### src/rtl/lab4_pkg.sv
// Shared definitions for the lab datapath rotators.
package lab4_pkg;

  // Default geometry, shared with the rotate-right register.
  localparam int WIDTH_DEF = 16;
  localparam int CW_DEF    = 4;

  // Sequencer state encoding.
  typedef enum logic [1:0] {
    IDLE = 2'd0,
    ROT  = 2'd1,
    DONE = 2'd2
  } state_t;

endpackage

### src/rtl/rot_cnt.sv
// Loadable down-counter for the rotate amount, with a flag on the last step.
module rot_cnt #(
  parameter int CW = 4
) (
  input  logic          clk,
  input  logic          rst_n,
  input  logic          load,
  input  logic [CW-1:0] load_val,
  input  logic          dec,
  output logic [CW-1:0] cnt,
  output logic          last
);

  // Load takes priority; decrement only while the rotator is stepping.
  always_ff @(posedge clk or negedge rst_n) begin
    if (!rst_n) begin
      cnt <= '0;
    end else if (load) begin
      cnt <= load_val;
    end else if (dec) begin
      cnt <= cnt - CW'(1);
    end
  end

  // The step taken while cnt==1 is the final rotation.
  assign last = (cnt == CW'(1));

endmodule

### src/rtl/rotl16_seq.sv
// Sequential left-rotator: loads a word, rotates it left one bit per clock
// Size times, then pulses done. Undoes a right rotation of the same amount.
//
// Handshake: start is a request sampled only in IDLE (D and Size captured on
// the same edge); busy is high while rotating; done is a one-cycle pulse with
// the result valid on Q. Requests outside IDLE are dropped, never queued.
import lab4_pkg::*;

module rotl16_seq #(
  parameter int WIDTH = WIDTH_DEF,
  parameter int CW    = CW_DEF
) (
  input  logic             clk,
  input  logic             R_n,
  input  logic             start,
  input  logic [CW-1:0]    Size,
  input  logic [WIDTH-1:0] D,
  output logic             busy,
  output logic             done,
  output logic [WIDTH-1:0] Q,
  output state_t           dbg_state
);

  state_t        state_q;
  state_t        state_d;
  logic          load;
  logic          rot;
  logic [CW-1:0] cnt;
  logic          cnt_last;

  rot_cnt #(.CW(CW)) u_cnt (
    .clk      (clk),
    .rst_n    (R_n),
    .load     (load),
    .load_val (Size),
    .dec      (rot),
    .cnt      (cnt),
    .last     (cnt_last)
  );

  // State register.
  always_ff @(posedge clk or negedge R_n) begin
    if (!R_n) begin
      state_q <= IDLE;
    end else begin
      state_q <= state_d;
    end
  end

  // Next-state decode and datapath strobes.
  always_comb begin
    state_d = state_q;
    load    = 1'b0;
    rot     = 1'b0;
    unique case (state_q)
      IDLE: begin
        if (start) begin
          load    = 1'b1;
          state_d = (Size != '0) ? ROT : DONE;
        end
      end
      ROT: begin
        rot = 1'b1;
        if (cnt_last) begin
          state_d = DONE;
        end
      end
      DONE: begin
        state_d = IDLE;
      end
      default: begin
        state_d = IDLE;
      end
    endcase
  end

  // Working register: capture on load, rotate left with MSB wrapping to bit 0.
  always_ff @(posedge clk or negedge R_n) begin
    if (!R_n) begin
      Q <= '0;
    end else if (load) begin
      Q <= D;
    end else if (rot) begin
      Q <= {Q[WIDTH-2:0], Q[WIDTH-1]};
    end
  end

  // Moore outputs, decoded from state only.
  assign busy      = (state_q == ROT);
  assign done      = (state_q == DONE);
  assign dbg_state = state_q;

  // cnt is only consumed through the terminal flag.
  logic unused_cnt;
  assign unused_cnt = ^cnt;

endmodule

### config.mk
export PLATFORM = sky130hd
export DESIGN_NAME = rotl16_seq
export DESIGN_NICKNAME = d
export VERILOG_FILES = /design/src/rtl/lab4_pkg.sv /design/src/rtl/rot_cnt.sv /design/src/rtl/rotl16_seq.sv
export SDC_FILE = /design/constraint.sdc
export NUM_CORES = 1
export LEC_CHECK = 0
export ABC_CLOCK_PERIOD_IN_PS = 2590
export CAP_MARGIN = 20
export CORE_UTILIZATION = 48
export DETAILED_ROUTE_END_ITERATION = 12
export PLACE_DENSITY = 0.94
export SLEW_MARGIN = 20
export SYNTH_ARGS = -nofsm -noshare
export SYNTH_HDL_FRONTEND = slang
export SYNTH_SLANG_ARGS = --single-unit
### constraint.sdc
create_clock -name clk -period 2.59 [get_ports clk]
set_input_delay 0.259 -clock clk [delete_from_list [all_inputs] [get_ports clk]]
set_output_delay 0.259 -clock clk [all_outputs]
set_load 0.01 [all_outputs]
Yosys cells after proc, flatten, opt, wreduce, memory -nomap -nowiden
Cells that the tools add are included.
- register bits: 22
- logic and storage cells: 24
- add/subtract/negate cells: 1
- equal/unequal tests: 5
- mux-type cells: 11
- reduce and logical (&&, ||, !) cells: 4
- operator list (kind ; count):
    $mux 16 ; 2
    $mux 4 ; 2
    $mux 2 ; 3
    $eq 4x1->1 const B ; 1
    $pmux 2 s2 ; 1
    $reduce_bool 4->1 ; 1
    $sub 4x1->4 const B ; 1
    $mux 1 ; 3
    $eq 2x1->1 const B ; 1
    $eq 2x2->1 const B ; 1
    $logic_not 2->1 ; 1
    $ne 2x1->1 const B ; 1
    $ne 2x2->1 const B ; 1
    $reduce_and 2->1 ; 1
    $reduce_bool 2->1 ; 1

Longest topological paths before layout
Gate-level depths: netlist of run 1.
- word-level depth: 4
- gate-level depth with buffers: 6

Modules after synthesis
A second synthesis of run 1 with hierarchy kept.
- cells, all modules: 107
- area total of the unflattened synthesis: 1212.4 sq um
- by module, submodules not included (module ; times used ; cells an instance ; area an instance (sq um)):
    rotl16_seq ; 1 ; 85 ; 969.7
    rot_cnt ; 1 ; 22 ; 242.7

Least setup slack after synthesis of run 1
No wires, ideal clock.
- kind: register to register
- start: reg state_q[1] (netlist: dbg_state[1])
- end: reg u_cnt.cnt[3]
- arrival: 1.121 ns
- path slack: 1.343 ns
- cell stages (with the launch flop): 5
- path buffers: 1
- clock period less this slack: 1.247 ns
- path through: dfrtp_1 buf_4 nor3b_2 a211oi_1 a221o_1
- cells in the longest elaborated chain, start to end: 3
- elaborated cells between the ends (all ways): 6
- those cells by class: eq/ne (1); mux (3); reduce/logical (2)
- ends and longest elaborated chain (element ; RTL line ; source):
    start, declared ; rotl16_seq.sv:24 ; state_t state_q;
    start signal, assigned ; rotl16_seq.sv:46 ; state_q <= state_d;
    $eq 2x1->1 / $logic_not 2->1 (equally long branches) ; rotl16_seq.sv:55 ; unique case (state_q)
    $mux 1 ; rotl16_seq.sv:55 ;
    $reduce_bool 2->1 (no source line) / $mux 4 (equally long branches) ; -- ;
    end signal, assigned ; rot_cnt.sv:19 ; cnt <= load_val;
    end signal, assigned ; rot_cnt.sv:21 ; cnt <= cnt - CW'(1);
    end, declared ; rot_cnt.sv:10 ; output logic [CW-1:0] cnt,
Parallel ways exist; a longest one is shown, timed or not.
A chain may end at the register's enable or synchronous reset.

Worst setup path after layout of run 1
- start: reg state_q[1] (netlist: dbg_state[1])
- end: out busy
- cells in the longest elaborated chain, start to end: 1
- ends and longest elaborated chain (element ; RTL line ; source):
    $eq 2x1->1 ; rotl16_seq.sv:89 ; assign busy = (state_q == ROT);
    end, declared ; rotl16_seq.sv:18 ; output logic busy,
No other way between the ends.

==> flow_metrics.py, run 1 <==
metrics = {
    "yosys": {
        "synth_ff_type": "dfrtp_1",
        "yosysWarnings": 0,
        "synth-edff-count": 0,
        "ys_ff_latch": 22,
        "netlist_area_mm2": 0.00125,
        "async_flop_share_pct": 100,
        "synth_fp_nets": 158,
        "synthCells": 133,
        "synthDistinctLibCells": 29,
        "syn_area_per_cell_um2": 9.38,
        "yosysSeqAreaShare_pct": 44.1,
    },
    "timing": {
        "tns_ns": 0,
        "rsz0062_at_grt": "no",
        "worstMarginPinSlew_ns": 0.452,
        "drv_slew": 0,
        "period_share_pct": 78.2,
        "fmax_ghz": 0.494,
        "hold_viol_final": 0,
        "finClkSkew_ns": 0.00335,
        "slew_headroom_pct": 69.9,
        "timing.final.crit_period_ns": 2.03,
        "setup_violations": 0,
    },
    "power": {
        "vdd_drop_max_v": 0.000786,
        "p_leak_nw": 0.695,
        "power.density_mw_per_mm2": 1080,
    },
    "floorplan": {
        "pin_count": 43,
        "core-area_mm2": 0.00248,
        "dieWidth_um": 53.0,
        "die_area_mm2": 0.00281,
        "die_y_um": 53.0,
        "rows": 18,
        "start_util_pct": 50.4,
    },
    "clock_tree": {
        "cts_setup_buffers": 0,
        "root_buffer": "clkbuf_4",
        "cts_sinks": 22,
        "cts_htree_levels": 1,
        "cts_tree": "yes",
        "cts-buffers-inserted": 3,
        "clock_latency_ns": 0.31,
        "cts_resized": 0,
        "cts_buffer_depth": 2,
        "clk_pin_slew_worst_paths_ns": 0.12,
        "ctsHoldBuffers": 0,
    },
    "layout": {
        "layout_common_cells": "clkdlybuf4s50_1 (42), dfrtp_1 (22), nor2b_1 (21)",
        "finalNonFillerCells": 204,
        "final_nets": 200,
        "diodes": 0,
        "area_growth_pct": 37.4,
        "drive_gt1_share_pct": 6.90,
        "final_util_pct": 69.2,
        "layout_commonest_cell": "clkdlybuf4s50_1",
        "design_area_mm2": 0.00171,
    },
    "routing": {
        "dr_total_vias": 1215,
        "vias_per_cell": 5.96,
        "wl_per_cell_um": 15.5,
        "drc": 0,
        "routed_wirelength_um": 3170,
        "antenna_left": 0,
        "first_pass_iters": 4,
        "first_iter_violations": 56,
    },
    "place": {
        "port_buffers": 42,
        "place.gp.congestion": 0.803,
        "placedInstanceArea_mm2": 0.00168,
        "hpwl_um": 2280,
        "placed_cells": 200,
    },
    "global_route": {
        "met1_usage_pct": 30.7,
        "antenna_found_initial": 0,
        "grt_max_degree": 28,
        "overflow": 0,
        "grt_pass1_wl_um": 5020,
        "met3_usage_pct": 5.46,
        "grt.met2_usage_pct": 40.7,
        "grt_busiest_layer": "met2",
        "grt_usage_pct": 25.0,
        "grt_pass1_vias": 1120,
    },
    "setup_path": {
        "start_kind": "register",
        "path_class": "register to output port",
        "cp.arrival_ns": 1.77,
        "endpoint_kind": "output port",
        "path_max_fanout": 14,
        "critPathRequiredTime_ns": 2.33,
    },
    "run_status": {
        "status": "finished, final reports clean",
    },
    "worst_hold_path": {
        "hold_class": "input pin to asynchronous set/reset pin",
    },
    "flow_run": {
        "drv_cap": 0,
    },
}
-- where the power goes --
group	internal [W]	switching (W)	total [W]
registers	0.000502	0.000173	0.000674
logic	0.000530	0.000463	0.000993
clock network	0.0000858	0.000106	0.000192
total	0.00112	0.000742	0.00186
-- cells in the mapped netlist (2+ instances only) --
cell,instances,area [µm²]
a21oi_1,20,100
a221oi_1,2,17.5
a22oi_1,16,120
buf_2,4,20.0
buf_4,3,22.5
buf_6,2,22.5
clkbuf_1,2,7.51
dfrtp_1,22,551
ha_1,2,25.0
inv_1,3,11.3
nor2_1,3,11.3
nor2b_1,21,131
o21ai_0,5,25.0
o21ai_1,13,65.1
-- worst max-delay path, cell delays in order (launching register included) --
cell	delay (ns)
dfrtp_1	0.57
nor2b_1	0.30
clkdlybuf4s50_1	0.59
-- path summary, 6_finish.rpt --
path,startpoint,to,slack [ns],cells after the start
worst max-delay path,dbg_state[1]$_DFFE_PN0P_,busy,0.56,2
worst min-delay path,R_n,Q[10]$_DFFE_PN0P_,0.28,2
worst max register to register,dbg_state[1]$_DFFE_PN0P_,Q[2]$_DFFE_PN0P_,0.91,5
worst min register to register,Q[3]$_DFFE_PN0P_,Q[4]$_DFFE_PN0P_,0.58,2
max in group asynchronous,R_n,u_cnt.cnt[0]$_DFFE_PN0P_,2.09,2
min in group clk,D[3],Q[3]$_DFFE_PN0P_,0.56,3
-- through the flow --
step                      setup WS (ns)  total power [W]  hold WS (ns)
after floorplan                    1.34          0.00124       -0.0366
final                             0.564          0.00186         0.277
after global routing              0.511          0.00199         0.280
after global placement            0.792          0.00162         0.535
after CTS                         0.577          0.00186         0.280
after detailed placement          0.694          0.00167         0.548
-- registers in the layout, summed over array words and instances (netlist names) --
name       flops
Q             16
u_cnt.cnt      4
dbg_state      2
-- area by class of cell --
class | instances | area [µm²]
clock buffer | 4 | 36.3
fill | 201 | 763
inverter | 3 | 11.3
multi-input combinational | 97 | 613
sequential | 22 | 551
tap | 30 | 37.5
timing repair buffer | 48 | 465
-- cells by family after synthesis --
family	count (synthesis)	synth area share, %
flops	22	44.1
buf+inv	14	6.72
fa+ha+maj	2	2.01
compound gates	61	29.9
simple gates	34	17.3
-- per-layer routing --
metal / routed length, µm / vias up
met5: 0 / -
met2: 1620 / 52
met1: 1340 / 591
met4: 45 / 0
met3: 168 / 8
li1: - / 564
Note: power is estimated with default switching activity, not from simulation.
==> run 2, diff against run 1 <==
Settings changed: ABC_CLOCK_PERIOD_IN_PS 2590 to 2100, CORE_UTILIZATION 48 to 45, PLACE_DENSITY 0.94 to 0.9.
Clock period 2.59 ns to 2.1 ns, I/O delays scaled along.
==> flow_metrics.py, run 2 (same netlist as run 1, synthesis figures left out) <==
metrics = {
    "global_route": {
        "overflow": 0,
        "grt_pass1_wl_um": 4730,
        "grt_pass1_vias": 1058,
        "grt_usage_pct": 22.6,
        "grt_max_degree": 23,
        "antenna_found_initial": 0,
    },
    "timing": {
        "setup_violations": 0,
        "slew_headroom_pct": 66.1,
        "tns_ns": 0,
        "hold_viol_final": 0,
        "worstMarginPinSlew_ns": 0.508,
        "finClkSkew_ns": 0.00422,
        "drv_slew": 0,
        "rsz0062_at_grt": "no",
        "period_share_pct": 93.7,
        "timing.final.crit_period_ns": 1.97,
        "fmax_ghz": 0.508,
    },
    "clock_tree": {
        "clk_pin_slew_worst_paths_ns": 0.12,
        "cts_tree": "yes",
        "cts_buffer_depth": 2,
        "ctsHoldBuffers": 0,
        "cts_htree_levels": 1,
        "clock_latency_ns": 0.30,
        "cts_setup_buffers": 0,
        "cts-buffers-inserted": 3,
        "cts_resized": 0,
        "root_buffer": "clkbuf_4",
        "cts_sinks": 22,
    },
    "routing": {
        "dr_total_vias": 1199,
        "drc": 0,
        "antenna_left": 0,
        "wl_per_cell_um": 15.4,
        "vias_per_cell": 5.85,
        "first_pass_iters": 4,
        "routed_wirelength_um": 3160,
        "first_iter_violations": 38,
    },
    "setup_path": {
        "r2r_end": "u_cnt.cnt[2]$_DFFE_PN0P_",
        "startpoint": "dbg_state[0]$_DFFE_PN0P_",
        "endpoint_kind": "output port",
        "critPathRequiredTime_ns": 1.89,
        "cp-endpoint": "busy",
        "start_kind": "register",
        "path_max_fanout": 16,
        "ff2ff_setup_slack_ns": 0.55,
        "critPathMaxStageDelay_ns": 0.64,
        "path_buf_inv": 1,
        "crit_chain": "nor2b_1 > clkdlybuf4s50_1",
        "r2r_cells": 4,
        "path_class": "register to output port",
        "cp_slowest_cell": "dfrtp_1",
        "path_depth": 2,
        "crit-reg2reg-launch": "dbg_state[1]$_DFFE_PN0P_",
        "critPathTopFamily": "flip-flops",
        "cp.arrival_ns": 1.76,
    },
    "power": {
        "p_switching_w": 0.000906,
        "vdd_drop_max_v": 0.000800,
        "p_leak_nw": 0.697,
        "power.density_mw_per_mm2": 1310,
        "internal_power_w": 0.00134,
        "p_seq_share_pct": 38.4,
        "switching_share_pct": 40.3,
        "clockPowerShare_pct": 8.4,
        "p_comb_share_pct": 53.2,
    },
    "layout": {
        "design_area_mm2": 0.00172,
        "largest_reg_flops": 16,
        "layout_common_cells": "clkdlybuf4s50_1 (42), dfrtp_1 (22), nor2b_1 (21)",
        "multi_input_area_um2": 613,
        "layout_commonest_cell": "clkdlybuf4s50_1",
        "drive_gt1_share_pct": 7.43,
        "nFillCells": 210,
        "regArea_um2": 551,
        "diodes": 0,
        "regMostFlops": "Q",
        "final_nets": 202,
        "area_growth_pct": 37.5,
    },
    "floorplan": {
        "start_util_pct": 49.0,
        "die_y_um": 54.7,
        "dieWidth_um": 54.7,
        "core-area_mm2": 0.00254,
        "pin_count": 43,
        "die_area_mm2": 0.00299,
        "rows": 18,
    },
    "worst_hold_path": {
        "hold_class": "input pin to asynchronous set/reset pin",
    },
    "flow_run": {
        "drv_cap": 0,
    },
    "place": {
        "placedInstanceArea_mm2": 0.00169,
        "place.gp.congestion": 0.798,
        "hpwl_um": 2270,
        "port_buffers": 42,
    },
    "run_status": {
        "status": "finished, final reports clean",
    },
}
[run 2: changes by cell type in the layout (fill, tap and decap cells not counted), sizes merged]
cell    change
buf         +2
clkbuf      -1
[run 2: layout make-up]
cell class	instances	share of cell area, %
clock buffer	3	1.31
inverter	3	0.656
timing repair buffer	50	28.0
sequential	22	32.1
tap	30	2.19
multi-input combinational	97	35.7
[run 2: power groups by stage]
stage | combinational [W] | clock [W] | sequential, W
after global placement | 0.00115 | 0 | 0.000852
final | 0.00120 | 0.000189 | 0.000864
after global routing | 0.00133 | 0.000211 | 0.000896
after CTS | 0.00120 | 0.000195 | 0.000860
after floorplan | 0.000668 | 0 | 0.000858
after detailed placement | 0.00119 | 0 | 0.000867
[run 2: worst register-to-register path, cell delays in order, from the launching register on]
cell,delay (ns)
dfrtp_1,0.68
nor2b_1,0.13
buf_4,0.23
a221oi_1,0.27
o21ai_1,0.11
[run 2: worst min-delay path by stage]
| stage | end | slack [ns] | cells after the start |
|---|---|---|---|
| after floorplan | Q[0]$_DFFE_PN0P_ | -0.09 | 0 |
| after global placement | Q[12]$_DFFE_PN0P_ | 0.53 | 2 |
| after detailed placement | Q[8]$_DFFE_PN0P_ | 0.55 | 2 |
| after CTS | Q[15]$_DFFE_PN0P_ | 0.24 | 2 |
| after global routing | Q[11]$_DFFE_PN0P_ | 0.28 | 2 |
| final | Q[12]$_DFFE_PN0P_ | 0.23 | 2 |
[run 2: through the flow]
stage               total power, W  worst slack, ns  cells  util, %  hold WS, ns
floorplan                  0.00153            0.853    133        -      -0.0856
global placement           0.00200            0.503    202     66.5        0.532
detailed placement         0.00206            0.411    202     66.5        0.551
CTS                        0.00226            0.135    205     67.4        0.236
global route               0.00243           0.0410    205     67.4        0.280
finish                     0.00225            0.131    205     67.4        0.234
[run 2: per-layer routing]
metal  global-route usage (%)  share of wire [%]  vias up
li1                         -                  -      567
met5                        0                  0        -
met1                     29.8                 43      577
met4                     14.5                2.0        0
met3                     1.94                5.7        6
met2                     35.1                 49       49
==> run 3, diff against run 2 <==
Settings changed: SKIP_LAST_GASP set to 1, SLEW_MARGIN 20 to not set.
==> results of run 3 <==
Same layout as run 2: the final DEF is identical, and so are final timing and power.
